## src/rtl/video_timing_gen.sv

```systemverilog
// video_timing_gen: raster timing generator with registered sync/DE outputs and a
// prefetch request stream that leads DE by PREFETCH enabled clocks.
module video_timing_gen #(
    parameter int H_ACTIVE = 480,
    parameter int H_FP     = 8,
    parameter int H_SYNC   = 4,
    parameter int H_BP     = 43,
    parameter int V_ACTIVE = 272,
    parameter int V_FP     = 8,
    parameter int V_SYNC   = 4,
    parameter int V_BP     = 12,
    parameter bit HS_POL   = 1'b0,
    parameter bit VS_POL   = 1'b0,
    parameter int PREFETCH = 2
) (
    input  logic        clk,
    input  logic        rst_n,
    input  logic        en,
    output logic        hsync,
    output logic        vsync,
    output logic        de,
    output logic [10:0] x,
    output logic [10:0] y,
    output logic        line_start,
    output logic        frame_start,
    output logic        pix_req,
    output logic [10:0] req_x,
    output logic [10:0] req_y
);
    localparam logic [11:0] HA    = 12'(H_ACTIVE);
    localparam logic [11:0] HT_M1 = 12'(H_ACTIVE + H_FP + H_SYNC + H_BP - 1);
    localparam logic [11:0] HT    = 12'(H_ACTIVE + H_FP + H_SYNC + H_BP);
    localparam logic [11:0] HS0   = 12'(H_ACTIVE + H_FP);
    localparam logic [11:0] HS1   = 12'(H_ACTIVE + H_FP + H_SYNC);
    localparam logic [11:0] VA    = 12'(V_ACTIVE);
    localparam logic [11:0] VT_M1 = 12'(V_ACTIVE + V_FP + V_SYNC + V_BP - 1);
    localparam logic [11:0] VS0   = 12'(V_ACTIVE + V_FP);
    localparam logic [11:0] VS1   = 12'(V_ACTIVE + V_FP + V_SYNC);
    localparam logic [11:0] PF    = 12'(PREFETCH);

    logic [11:0] h_q, h_d, v_q, v_d, v_nx, h_pf, hp, vp;
    logic        h_wrap, de_q, de_d, ls_q, ls_d, fs_q, fs_d, hs_q, hs_d, vs_q, vs_d, rq_q, rq_d;
    logic [10:0] x_q, x_d, y_q, y_d, rx_q, rx_d, ry_q, ry_d;

    always_comb begin
        h_wrap = h_q == HT_M1;
        v_nx   = (v_q == VT_M1) ? 12'd0 : v_q + 12'd1;
        h_d    = en ? (h_wrap ? 12'd0 : h_q + 12'd1) : h_q;
        v_d    = (en && h_wrap) ? v_nx : v_q;
        h_pf   = h_q + PF;
        hp     = (h_pf >= HT) ? h_pf - HT : h_pf;
        vp     = (h_pf >= HT) ? v_nx : v_q;
    end

    // Outputs decode the pre-edge counters; a stalled clock zeroes the strobes and holds the rest.
    always_comb begin
        de_d = en && (h_q < HA) && (v_q < VA);
        x_d  = de_d ? h_q[10:0] : x_q;
        y_d  = de_d ? v_q[10:0] : y_q;
        ls_d = en && (h_q == 12'd0) && (v_q < VA);
        fs_d = en && (h_q == 12'd0) && (v_q == 12'd0);
        hs_d = en ? ((h_q >= HS0 && h_q < HS1) ? HS_POL : !HS_POL) : hs_q;
        vs_d = en ? ((v_q >= VS0 && v_q < VS1) ? VS_POL : !VS_POL) : vs_q;
        rq_d = en && (hp < HA) && (vp < VA);
        rx_d = rq_d ? hp[10:0] : rx_q;
        ry_d = rq_d ? vp[10:0] : ry_q;
    end

    always_ff @(posedge clk or negedge rst_n) begin
        if (!rst_n) begin
            h_q  <= '0;
            v_q  <= '0;
            de_q <= 1'b0;
            ls_q <= 1'b0;
            fs_q <= 1'b0;
            rq_q <= 1'b0;
            x_q  <= '0;
            y_q  <= '0;
            rx_q <= '0;
            ry_q <= '0;
            hs_q <= !HS_POL;
            vs_q <= !VS_POL;
        end else begin
            h_q  <= h_d;
            v_q  <= v_d;
            de_q <= de_d;
            ls_q <= ls_d;
            fs_q <= fs_d;
            rq_q <= rq_d;
            x_q  <= x_d;
            y_q  <= y_d;
            rx_q <= rx_d;
            ry_q <= ry_d;
            hs_q <= hs_d;
            vs_q <= vs_d;
        end
    end

    assign hsync       = hs_q;
    assign vsync       = vs_q;
    assign de          = de_q;
    assign x           = x_q;
    assign y           = y_q;
    assign line_start  = ls_q;
    assign frame_start = fs_q;
    assign pix_req     = rq_q;
    assign req_x       = rx_q;
    assign req_y       = ry_q;
endmodule

```

## config.mk

```make
export PLATFORM = sky130hd
export DESIGN_NAME = video_timing_gen
export DESIGN_NICKNAME = d
export VERILOG_FILES = /design/src/rtl/video_timing_gen.sv
export SDC_FILE = /design/constraint.sdc
export NUM_CORES = 1
export LEC_CHECK = 0
export CAP_MARGIN = 15
export CORE_UTILIZATION = 40
export CTS_CLUSTER_DIAMETER = 50
export CTS_CLUSTER_SIZE = 10
export DETAILED_ROUTE_END_ITERATION = 10
export PLACE_DENSITY_LB_ADDON = 0.12
export SYNTH_ARGS = -nofsm -noshare
export SYNTH_HDL_FRONTEND = slang
export SYNTH_SLANG_ARGS = --single-unit
```

## constraint.sdc

```tcl
create_clock -name clk -period 3.3 [get_ports clk]
set_clock_uncertainty 0.1 [all_clocks]
set_input_delay 0.495 -clock clk [delete_from_list [all_inputs] [get_ports clk]]
set_output_delay 0.495 -clock clk [all_outputs]
set_load 0.01 [all_outputs]
```

==> summary.txt <==
CTS tree -> built
Final setup fails -> 0
Most numerous cell in the Yosys netlist -> nand2_1
Syn Nets -> 448
Min cycle time layout -> 3220 ps
Initial DRC count -> 154
Critical Path End Type -> flop
CP Launch Type -> flop
CTS Buf Count -> 9
Die span in x -> 104 um
I/O pins -> 53
Core footprint -> 0.00991 sq mm
Area contributors post-synth -> dfrtp_1, nand2_1, mux2_4, o21ai_0, xnor2_1
Via-to-Cell Ratio -> 5.23
Top_reg_cell synth -> dfrtp_1
Vias in the first global route -> 3466
Average wire per standard cell -> 15.8 um
Crit path max fanout -> 9
Clock sink count -> 74
Peak VDD IR -> 283 uV
First-pass DRT Iterations -> 4
Initial antenna violation count -> 0
Hold WC Path Type -> in -> async
NumNets Final -> 533
Clock transition at path regs -> 90 ps
CTS max path bufs -> 2
CP dominant cell by count -> buf_4
# placed instances -> 636
Netlist Area Pre-Place -> 0.00414 sq mm
Post-route core utilization -> 54.0%
FILL cells -> 916
Worst-Skew Late Latency -> 360 ps
Area growth from synthesis to layout -> 29.4%
Worst Path Class, Setup -> reg -> reg
Largest net degree at the start of global routing -> 75
LEAKAGE -> 2.36 nW
Slowest cell on crit path -> dfrtp_2
I/O Buffers -> 52
Gpl congestion -> 0.873
Overflow after GRT -> 0
Multi-input logic area -> 0.00214 sq mm
Library cells used by synthesis -> 66
Max-Cap Viols -> 0
Post-synth top area cell -> dfrtp_1
Die Y -> 104 um
Ys Warns -> 0
Clk root buf -> clkbuf_8
Post-synth top area share -> 43.5%
Power Density -> 596 mW/mm^2
Worst Path Arrival -> 3360 ps
Period utilization -> 97.4%
Residual DRC -> 0
CP cell instances -> buf_4 > nand3_2 > o31a_1 > a211oi_4 > buf_4 > o21ba_1 > or3_4 > o211ai_2 > a21oi_4 > clkbuf_16 > mux2_4
Ys async rst share -> 100%
Max_slew headroom -> 37.1%
Outcome -> finished, final reports clean
Number of synthesized flops with an enable pin -> 0
Synth Register Bits -> 74
Antenna diodes -> 0
DP HPWL -> 7.53 mm
Most frequent cells after synthesis -> nand2_1, dfrtp_1, o21ai_0, nor2_1, xnor2_1
Tightest Pin Transition -> 943 ps
Crit path largest cell delay -> 420 ps
ANT nets after route -> 0
Register area -> 0.00186 sq mm
Fin. max-slew vios -> 0
Starting density of the core -> 41.8%
Syn avg cell area -> 9.49 sq um
Share of layout cells above drive strength 1 -> 20.7%
Worst path required time -> 3450 ps
Via count -> 3446
Num rows -> 36
Tot GR Track Use -> 20.3%
Die area -> 0.0108 sq mm
Cells after Synth -> 436
Sequential element share of the synthesized area -> 44.8%
Fmax -> 311 MHz
Post-Route WL -> 10.4 mm
CTS HTree Levels -> 3
First-pass GRT wire length -> 17.4 mm
Final Hold Viols -> 0
Post-route insts no fill -> 659
CTS hold repair buffers -> 0
power by group:
part           internal [W]  leakage, nW  switching [W]
clock network      0.000364        0.103       0.000394
registers           0.00105        0.953       0.000146
logic              0.000656         1.31       0.000584
layout by cell type, fill, tap and decap left out, drive strengths merged, types with 5 or more instances in the layout:
cell / count
o31ai: 9
nor2: 28
nand3: 12
buf: 51
xor2: 11
nand4: 10
nor2b: 6
xnor2: 17
clkdlybuf4s50: 51
and2: 7
a31oi: 5
ha: 9
nand2: 81
dfrtp: 72
o211ai: 5
a21oi: 8
and3: 6
nor3: 8
mux2: 13
inv: 16
o21ai: 37
clkbuf: 10
critical path: cells and delay by family (launching register included):
| kind | cells | cell delay, ps |
|---|---|---|
| buffers and inverters | 3 | 510 |
| DFF | 1 | 420 |
| AOI/OAI and AO/OA | 5 | 1170 |
| muxes | 1 | 290 |
| and+or+nand+nor | 2 | 590 |
sequential cells by signal (all words and copies together) (netlist names):
| signal | flops |
|---|---|
| req_y | 11 |
| y | 11 |
| frame_start | 1 |
| x | 11 |
| line_start | 1 |
| hsync | 1 |
| de | 1 |
| pix_req | 1 |
| req_x | 11 |
| v_q | 12 |
| vsync | 1 |
| h_q | 12 |
area by class of cell:
| cell class | count | share of cell area (%) |
|---|---|---|
| inverter | 12 | 0.841 |
| clock buffer | 9 | 2.31 |
| clock inverter | 7 | 1.57 |
| timing repair buffer | 103 | 17.4 |
| tap | 133 | 3.11 |
| multi-input combinational | 321 | 40.1 |
| sequential | 74 | 34.7 |
per-stage QoR:
step           setup WS, ps  area [sq um]  setup TNS [ps]  power [W]  hold slack [ps]
2_1_floorplan           135          4140               0    0.00184             99.4
3_3_place_gp            101          5010               0    0.00236              364
3_5_place_dp           14.0          5010               0    0.00237              370
4_1_cts                45.1          5230               0    0.00313              221
5_1_grt               -48.0          5350            -322    0.00337              245
6_report               84.2          5350               0    0.00319              174
logic make-up (layout without fill, tap and decap cells):
logic type	after synthesis	after routing	synth area share [%]
AO/OA/AOI/OAI	89	89	15.3
flip-flops	74	74	44.8
XOR/XNOR	28	28	5.93
AND/OR/NAND/NOR	179	179	21.1
multiplexers	16	16	5.35
adder cells (fa/ha/maj)	9	9	2.72
buffers and inverters	41	131	4.75
worst paths after layout:
path	start	end	slack, ps	depth (start not counted)
worst min register to register	y[2]	y[2]	380	2
worst min-delay path	rst_n	x[10]	170	1
min in group clk	y[2]	y[2]	380	2
max in group asynchronous	rst_n	h_q[5]	2270	1
worst max register to register	h_q[1]	req_y[2]	80	11
worst max-delay path	h_q[1]	req_y[2]	80	11
metal layers:
layer / global-route usage, % / wire (um) / up-vias
li1: - / - / 1687
met4: 6.22 / 237 / 0
met5: 0 / 0 / -
met3: 4.53 / 363 / 22
met1: 25.2 / 4650 / 1657
met2: 34.9 / 5180 / 80
timing repair:
action	in CTS	in global routing
pin swaps	1	6
resized for setup	0	19
setup endpoints to repair	2	21
buffers inserted	1	5
gates cloned	0	1
No activity file was read; power rests on OpenSTA's default activity.
